--- src/rtl/cu_pkg.sv ---
// cu_pkg
//   Shared definitions for the control unit: state encodings, opcode values,
//   control-word field positions, bus source codes and ALU operation codes.
//   Control word layout (21 bits):
//     [20:17] bus_sel  [16] AR_we [15] PC_we [14] DR_we [13] IR_we [12] AC_we
//     [11] R1_we [10] R2_we [9] TR_we [8] mem_rd [7] mem_wr [6] pc_inc
//     [5] ar_inc [4:2] alu_op [1] ac_src_alu [0] halt
package cu_pkg;

  localparam int WORD_W = 21;
  localparam int OP_W   = 8;
  localparam int STATE_W = 5;

  // Sequencer states
  localparam logic [STATE_W-1:0] S_START  = 5'd0;
  localparam logic [STATE_W-1:0] S_FETCH1 = 5'd1;
  localparam logic [STATE_W-1:0] S_FETCH2 = 5'd2;
  localparam logic [STATE_W-1:0] S_FETCH3 = 5'd3;
  localparam logic [STATE_W-1:0] S_DECODE = 5'd4;
  localparam logic [STATE_W-1:0] S_LD1    = 5'd5;
  localparam logic [STATE_W-1:0] S_LD2    = 5'd6;
  localparam logic [STATE_W-1:0] S_LD3    = 5'd7;
  localparam logic [STATE_W-1:0] S_LD4    = 5'd8;
  localparam logic [STATE_W-1:0] S_LD5    = 5'd9;
  localparam logic [STATE_W-1:0] S_ST1    = 5'd10;
  localparam logic [STATE_W-1:0] S_ST2    = 5'd11;
  localparam logic [STATE_W-1:0] S_ST3    = 5'd12;
  localparam logic [STATE_W-1:0] S_ST4    = 5'd13;
  localparam logic [STATE_W-1:0] S_ST5    = 5'd14;
  localparam logic [STATE_W-1:0] S_MVACR1 = 5'd15;
  localparam logic [STATE_W-1:0] S_MVR1AC = 5'd16;
  localparam logic [STATE_W-1:0] S_ADD    = 5'd17;
  localparam logic [STATE_W-1:0] S_SUB    = 5'd18;
  localparam logic [STATE_W-1:0] S_INCAC  = 5'd19;
  localparam logic [STATE_W-1:0] S_CLAC   = 5'd20;
  localparam logic [STATE_W-1:0] S_JMP1   = 5'd21;
  localparam logic [STATE_W-1:0] S_JMP2   = 5'd22;
  localparam logic [STATE_W-1:0] S_JMP3   = 5'd23;
  localparam logic [STATE_W-1:0] S_HALT   = 5'd24;

  // Opcodes held in IR
  localparam logic [OP_W-1:0] OP_NOP    = 8'h00;
  localparam logic [OP_W-1:0] OP_LDAC   = 8'h01;
  localparam logic [OP_W-1:0] OP_STAC   = 8'h02;
  localparam logic [OP_W-1:0] OP_MVACR1 = 8'h03;
  localparam logic [OP_W-1:0] OP_MVR1AC = 8'h04;
  localparam logic [OP_W-1:0] OP_ADD    = 8'h05;
  localparam logic [OP_W-1:0] OP_SUB    = 8'h06;
  localparam logic [OP_W-1:0] OP_INCAC  = 8'h07;
  localparam logic [OP_W-1:0] OP_CLAC   = 8'h08;
  localparam logic [OP_W-1:0] OP_JUMP   = 8'h09;
  localparam logic [OP_W-1:0] OP_END    = 8'hFF;

  // Bus source codes (values 7-15 are reserved and never produced)
  localparam logic [3:0] BUS_NONE = 4'd0;
  localparam logic [3:0] BUS_PC   = 4'd1;
  localparam logic [3:0] BUS_DR   = 4'd2;
  localparam logic [3:0] BUS_AC   = 4'd3;
  localparam logic [3:0] BUS_R1   = 4'd4;
  localparam logic [3:0] BUS_AR   = 4'd5;
  localparam logic [3:0] BUS_MEM  = 4'd6;

  // ALU operation codes
  localparam logic [2:0] ALU_PASS = 3'd0;
  localparam logic [2:0] ALU_ADD  = 3'd1;
  localparam logic [2:0] ALU_SUB  = 3'd2;
  localparam logic [2:0] ALU_INC  = 3'd3;
  localparam logic [2:0] ALU_CLR  = 3'd4;

  // Single-bit field masks within the control word
  localparam logic [WORD_W-1:0] AR_WE      = 21'd1 << 16;
  localparam logic [WORD_W-1:0] PC_WE      = 21'd1 << 15;
  localparam logic [WORD_W-1:0] DR_WE      = 21'd1 << 14;
  localparam logic [WORD_W-1:0] IR_WE      = 21'd1 << 13;
  localparam logic [WORD_W-1:0] AC_WE      = 21'd1 << 12;
  localparam logic [WORD_W-1:0] R1_WE      = 21'd1 << 11;
  localparam logic [WORD_W-1:0] MEM_RD     = 21'd1 << 8;
  localparam logic [WORD_W-1:0] MEM_WR     = 21'd1 << 7;
  localparam logic [WORD_W-1:0] PC_INC     = 21'd1 << 6;
  localparam logic [WORD_W-1:0] AC_SRC_ALU = 21'd1 << 1;
  localparam logic [WORD_W-1:0] HALT       = 21'd1 << 0;

  // Place a bus source code into its field
  function automatic logic [WORD_W-1:0] bus_field(input logic [3:0] src);
    return {src, 17'b0};
  endfunction

  // Place an ALU op into its field; ALU results always route into AC
  function automatic logic [WORD_W-1:0] alu_field(input logic [2:0] op);
    return {16'b0, op, 2'b0} | AC_SRC_ALU | AC_WE;
  endfunction

endpackage

--- src/rtl/cu_word_rom.sv ---
// cu_word_rom
//   Combinational lookup from sequencer state to the 21-bit control word.
//   Ports:
//     state  in  5   current sequencer state
//     word   out 21  control word driven to datapath and memory
module cu_word_rom
  import cu_pkg::*;
(
  input  logic [STATE_W-1:0] state,
  output logic [WORD_W-1:0]  word
);

  always_comb begin
    word = '0;
    case (state)
      S_FETCH1, S_LD1, S_ST1, S_JMP1: word = bus_field(BUS_PC) | AR_WE;
      S_FETCH2, S_LD2, S_ST2:
        word = bus_field(BUS_MEM) | DR_WE | MEM_RD | PC_INC;
      S_FETCH3: word = bus_field(BUS_DR) | IR_WE;
      S_LD3, S_ST3: word = bus_field(BUS_DR) | AR_WE;
      S_LD4, S_JMP2: word = bus_field(BUS_MEM) | DR_WE | MEM_RD;
      S_LD5: word = bus_field(BUS_DR) | AC_WE;
      S_ST4: word = bus_field(BUS_AC) | DR_WE;
      S_ST5: word = bus_field(BUS_DR) | MEM_WR;
      S_MVACR1: word = bus_field(BUS_AC) | R1_WE;
      S_MVR1AC: word = bus_field(BUS_R1) | AC_WE;
      // R1 is the second ALU operand and reaches the ALU over the bus
      S_ADD: word = bus_field(BUS_R1) | alu_field(ALU_ADD);
      S_SUB: word = bus_field(BUS_R1) | alu_field(ALU_SUB);
      // Increment and clear need no second operand, so the bus stays idle
      S_INCAC: word = alu_field(ALU_INC);
      S_CLAC: word = alu_field(ALU_CLR);
      S_JMP3: word = bus_field(BUS_DR) | PC_WE;
      S_HALT: word = HALT;
      default: word = '0;
    endcase
  end

endmodule

--- src/rtl/cu.sv ---
// cu
//   Hard-wired fetch/decode/execute sequencer. Moore machine: the control word
//   depends only on the state register; IR_Input is examined only in DECODE.
//   Ports:
//     clk                  in  1   rising-edge clock
//     reset                in  1   synchronous active-high reset to START
//     IR_Input             in  8   opcode held in the datapath IR
//     Main_Control_Signal  out 21  control word for the current state
module cu
  import cu_pkg::*;
(
  input  logic                clk,
  input  logic                reset,
  input  logic [OP_W-1:0]     IR_Input,
  output logic [WORD_W-1:0]   Main_Control_Signal
);

  logic [STATE_W-1:0] state;
  logic [STATE_W-1:0] next_state;

  always_ff @(posedge clk) begin
    if (reset) state <= S_START;
    else       state <= next_state;
  end

  // Unlisted opcodes fall through to FETCH1, which makes them behave as NOP
  always_comb begin
    next_state = S_START;
    case (state)
      S_START:  next_state = S_FETCH1;
      S_FETCH1: next_state = S_FETCH2;
      S_FETCH2: next_state = S_FETCH3;
      S_FETCH3: next_state = S_DECODE;
      S_DECODE: begin
        case (IR_Input)
          OP_LDAC:   next_state = S_LD1;
          OP_STAC:   next_state = S_ST1;
          OP_MVACR1: next_state = S_MVACR1;
          OP_MVR1AC: next_state = S_MVR1AC;
          OP_ADD:    next_state = S_ADD;
          OP_SUB:    next_state = S_SUB;
          OP_INCAC:  next_state = S_INCAC;
          OP_CLAC:   next_state = S_CLAC;
          OP_JUMP:   next_state = S_JMP1;
          OP_END:    next_state = S_HALT;
          default:   next_state = S_FETCH1;
        endcase
      end
      S_LD1: next_state = S_LD2;
      S_LD2: next_state = S_LD3;
      S_LD3: next_state = S_LD4;
      S_LD4: next_state = S_LD5;
      S_ST1: next_state = S_ST2;
      S_ST2: next_state = S_ST3;
      S_ST3: next_state = S_ST4;
      S_ST4: next_state = S_ST5;
      S_JMP1: next_state = S_JMP2;
      S_JMP2: next_state = S_JMP3;
      S_HALT: next_state = S_HALT;
      S_LD5, S_ST5, S_MVACR1, S_MVR1AC, S_ADD, S_SUB, S_INCAC, S_CLAC, S_JMP3:
        next_state = S_FETCH1;
      default: next_state = S_START;
    endcase
  end

  cu_word_rom u_word_rom (
    .state (state),
    .word  (Main_Control_Signal)
  );

endmodule

--- config.mk ---
export PLATFORM = sky130hd
export DESIGN_NAME = cu
export DESIGN_NICKNAME = d
export VERILOG_FILES = /design/src/rtl/cu_pkg.sv /design/src/rtl/cu_word_rom.sv /design/src/rtl/cu.sv
export SDC_FILE = /design/constraint.sdc
export NUM_CORES = 1
export LEC_CHECK = 0
export CAP_MARGIN = 15
export CORE_AREA = 2 2 54 56
export DETAILED_ROUTE_END_ITERATION = 10
export DIE_AREA = 0 0 56 58
export PLACE_DENSITY = 0.83
export SETUP_SLACK_MARGIN = 0.15
export SLEW_MARGIN = 15
export SYNTH_ARGS = -nofsm -noshare
export SYNTH_HDL_FRONTEND = slang
export SYNTH_SLANG_ARGS = --single-unit
export TNS_END_PERCENT = 50
--- constraint.sdc ---
create_clock -name clk -period 4.6 [get_ports clk]
set_clock_uncertainty 0.15 [all_clocks]
set_input_delay 0.92 -clock clk [delete_from_list [all_inputs] [get_ports clk]]
set_output_delay 0.92 -clock clk [all_outputs]
set_load 0.01 [all_outputs]
=== Word level (Yosys, flattened, before mapping) ===
Memory sizes are Yosys's and may differ from the RTL's. A register that Yosys moved wholly into a read port is not among the register bits.
Cells that the tools add are included.

* Bits in registers: 5
* Latch bits: 0
* Bits in writable memories: 0
* Bits in read-only memories: 544
* Memories kept: 1

{| class="wikitable"
|+ Memories
! name !! depth !! bits a word !! rd ports !! clocked after memory_dff !! write ports !! RTL line !! RTL
|-
| (no name shown) || 32 || 17 || 1 || 1 || 0 || cu_word_rom.sv:15 || <nowiki>case (state)</nowiki>
|}

* $add $sub $neg: 0
* Multiply operators: 0
* Divide/modulo/power cells: 0
* Order comparisons: 0
* Equality and inequality tests: 34
* Shift operators: 0
* Muxes and demuxes: 3
* Bitwise logic cells: 0
* Reduce and logical (&&, ||, !) cells: 2

{| class="wikitable"
|+ Operators with widths
! cell !! count
|-
| $pmux 5 s16 || 1
|-
| $pmux 5 s10 || 1
|-
| $eq 5x5->1 const B || 9
|-
| $eq 5x4->1 const B || 8
|-
| $eq 8x3->1 const B || 4
|-
| $eq 5x3->1 const B || 4
|-
| $eq 8x2->1 const B || 2
|-
| $eq 8x4->1 const B || 2
|-
| $eq 5x2->1 const B || 2
|-
| $reduce_or 10->1 || 1
|-
| $eq 8x1->1 const B || 1
|-
| $eq 8x8->1 const B || 1
|-
| $eq 5x1->1 const B || 1
|-
| $logic_not 5->1 || 1
|-
| $mux 5 || 1
|}

=== Depth between registers and ports, before layout ===
* Word-level depth: 4
* Depth in mapped cells: 11
* Depth with buffers taken out: 10

=== By module ===
From an unflattened synthesis, not the netlist that was laid out.

* Cell total of the unflattened synthesis: 125
* Area total of the unflattened synthesis: 875.8 sq um

{| class="wikitable"
|+ By module, submodules not included
! module !! times used !! cells each !! area each (sq um)
|-
| cu || 1 || 66 || 465.4
|-
| cu_word_rom || 1 || 59 || 410.4
|}

=== Worst setup path before layout ===
No wires, ideal clock.

* Kind: input -> register
* Start: input port IR_Input[5]
* End: register, netlist name u_word_rom.word[14]
* Data arrival time: 2.940 ns
* Slack: 1.396 ns
* Stages on the path: 9
* Path buffers: 0
* Cells stage by stage: or4_4 -> nand3b_1 -> a32o_1 -> o21ai_2 -> inv_1 -> ha_1 -> nor2_1 -> a211oi_2 -> a21o_1

* Longest elaborated chain between the ends: 4
* Elaborated cells on any way between the ends: 13
* Those cells by class: eq/ne (10); mux (3)

{| class="wikitable"
|+ Ends and longest elaborated chain
! item !! RTL line !! RTL
|-
| from (decl) || cu.sv:14 || <nowiki>input logic [OP_W-1:0] IR_Input,</nowiki>
|-
| $eq 8x8->1, or another cell as far along || cu.sv:35 || <nowiki>case (IR_Input)</nowiki>
|-
| $pmux 5 s10 * || cu.sv:35 ||
|-
| $pmux 5 s16 * || cu.sv:29 || <nowiki>case (state)</nowiki>
|-
| $mux 5 (no source line) * || n/a ||
|}

Mark *: on every way between the ends. The rest lies on a longest branch, timed or not.
A chain may end at the register's enable or synchronous reset.

=== Worst setup path in the final report ===
* Start: input port IR_Input[5]
* End: register, netlist name u_word_rom.word[14]

* Longest elaborated chain between the ends: 4
* Elaborated cells on any way between the ends: 13
* Those cells by class: eq/ne (10); mux (3)

{| class="wikitable"
|+ Ends and longest elaborated chain
! item !! RTL line
|-
| $eq 8x8->1, or another cell as far along || cu.sv:35
|-
| $pmux 5 s10 * || cu.sv:35
|-
| $pmux 5 s16 * || cu.sv:29
|-
| $mux 5 (no source line) * || n/a
|}

Marked as above.

==> metrics.md <==
| Metric | Value |
|---|---|
| Final nets | `196` |
| Worst EP required | `4660 ps` |
| RSZ-0062 raised after global routing | `false` |
| Fin Setup TNS | `0 ps` |
| CP Cell Sequence | `clkdlybuf4s50_1, or4_4, nand3b_1, a32o_1, o21ai_2, inv_1, ha_1, nor2_1, a211oi_2, a21o_1` |
| DP HPWL | `2270 um` |
| Clk slew on worst S/H paths | `120 ps` |
| Layout area overhead | `20.6%` |
| Share of cells above drive strength 1 | `0.134` |
| CP max stage cell | `or4_4` |
| Tcrit/Tclk final | `0.783` |
| Starting Density | `0.525` |
| Post-CTS sizing | `0` |
| Primary FF master, synth | `dfxtp_1` |
| Post-synth ARST share | `0` |
| Routed Antenna Nets | `0` |
| Least-Margin Pin Slew | `607 ps` |
| Post-synth EDFFs | `0` |
| Register bit count reported by yosys | `22` |
| Vias in the first global route | `1,179` |
| Iter 0 DRT Violations | `50` |
| Dpl cell area | `1630 um^2` |
| Post-layout minimum cycle time | `3600 ps` |
| Cell area after layout | `1690 um^2` |
| Final GP Congestion | `0.903` |
| Hold WC Path Type | `register to register` |
| Max Fclk | `278 MHz` |
| CTS tree | `yes` |
| CORE AREA | `2660 um^2` |
| DRC | `0` |
| Synth top cells by count | `dfxtp_1 (22), nand2_1 (14), nor2_1 (11), inv_1 (8), nand2b_1 (7)` |
| Mapped Area | `1400 um^2` |
| Top fanout value on the critical path | `10` |
| Routed WL per cell | `14.1 um` |
| WHS Path Cells | `2` |
| Synth top area share | `0.315` |
| Crit path kind | `primary input to register` |
| Yosys warning count | `0` |
| Root buffer cell | `clkbuf_4` |
| Die Area | `3250 um^2` |
| Max Cap Viol | `0` |
| Setup Buffers After CTS | `0` |
| Seq/Total Area, Yosys | `0.315` |
| Util after Layout | `0.633` |
| H-tree depth | `1` |
| Register-to-Register Path Depth | `9` |
| VDD IR-drop max | `0.246 mV` |
| Hold-fix buffers, CTS | `0` |
| IO buf count | `26` |
| Status | `completed` |
| Cells after synthesis | `156` |
| Critical path arrival | `3660 ps` |
| Pleak | `0.624 nW` |
| Die Width | `56 um` |
| Clock tree buffer depth | `2` |
| Syn Area/Cell | `8.97 um^2` |
| Row cnt | `19` |
| DR vias/cell | `5.86` |
| Clock latency on the worst-skew pair | `310 ps` |
| Gr usage total | `0.199` |
| Die Ht | `58 um` |
| CP startpoint kind | `primary input` |
| Initial DRT Pass Iterations | `4` |
| Cell taking the most area after synthesis | `dfxtp_1` |
| Max transition margin | `0.595` |
| Count leader, synth | `dfxtp_1` |
| Routed WL | `2950 um` |
| Setup violations, final | `0` |
| CP Capture Type | `register` |
| First-pass GRT wire length | `5180 um` |
| Pin count of the biggest net entering global routing | `15` |
| Via Count | `1,231` |
| Global route overflow | `0` |
| Pwr/cell area | `260 nW/um^2` |
| Inserted Clock Buffers | `3` |
| Slowest stage delay, CP | `600 ps` |
| Synth top area cells | `dfxtp_1 (31%), ha_1 (5.4%), a2111oi_4 (3.9%)` |
| Fin. Hold Viols | `0` |
| Max-slew violations | `0` |
| Diode count | `0` |
| Num Clock Sinks | `22` |
| Top Ports | `31` |
| Initial antenna violation count | `0` |
| Post-synth cell types | `58` |
[layout by cell type (no fill, tap or decap), types with 5 or more instances in the layout]
| cell | n |
|---|---|
| a31oi_1 | 5 |
| clkdlybuf4s50_1 | 26 |
| dfxtp_1 | 22 |
| ha_1 | 6 |
| inv_1 | 8 |
| nand2_1 | 14 |
| nand2b_1 | 7 |
| nor2_1 | 11 |
| o21ai_0 | 6 |
[worst max-delay path, delay by kind of cell]
kind / cells / cell delay (ps)
AOI/OAI and AO/OA: 4 / 890
adders and majority gates: 1 / 290
buffers and inverters: 2 / 610
and+or+nand+nor: 3 / 950
[report_power, final]
part / switching (mW) / internal (mW)
Sequential: 0.00698 / 0.199
Combinational: 0.0458 / 0.0426
Clock: 0.0560 / 0.0881
[final cells by class]
class	count	area (um^2)
flip-flops and latches	22	440
inverters	9	33.8
fillers	224	976
clock inverters	1	30.0
clock buffers	3	22.5
multi-input cells	117	853
repair buffers	27	268
well taps	31	38.8
[registers in the layout, indices dropped and copies added (netlist names)]
| signal | flops |
|---|---|
| u_word_rom.word | 17 |
| state | 5 |
[metal layers]
metal,vias up,routed length (um),global-route usage
met5,-,0,0
met4,0,51,0.0714
met3,12,161,0.0335
met2,53,1470,0.348
met1,566,1270,0.248
li1,600,-,-
[per-stage QoR]
| stage | hold slack [ps] | power [mW] | setup WS, ps | cells |
|---|---|---|---|---|
| finish | 739 | 0.439 | 998 | 210 |
| global route | 775 | 0.459 | 859 | 210 |
| CTS | 729 | 0.442 | 1040 | 210 |
| detailed placement | 703 | 0.298 | 710 | 206 |
| global placement | 681 | 0.295 | 832 | 206 |
| floorplan | 636 | 0.270 | 1400 | 159 |
[cells by family (layout without fill, tap and decap cells)]
group | Yosys count | count (layout) | synth area share
buf+inv | 20 | 40 | 0.0832
flops | 22 | 22 | 0.315
simple gates | 64 | 64 | 0.286
compound gates | 39 | 39 | 0.233
mux | 2 | 2 | 0.0143
other cells | 1 | 4 | 0.00268
xor+xnor | 2 | 2 | 0.0125
fa+ha+maj | 6 | 6 | 0.0537
[final timing paths]
check,startpoint,to,slack [ps]
min,state[3],state[3],740
max reg2reg,state[0],u_word_rom.word[19],1810
max,IR_Input[5],u_word_rom.word[14],1000
min reg2reg,state[3],state[3],740
No activity file was read; power rests on OpenSTA's default activity.
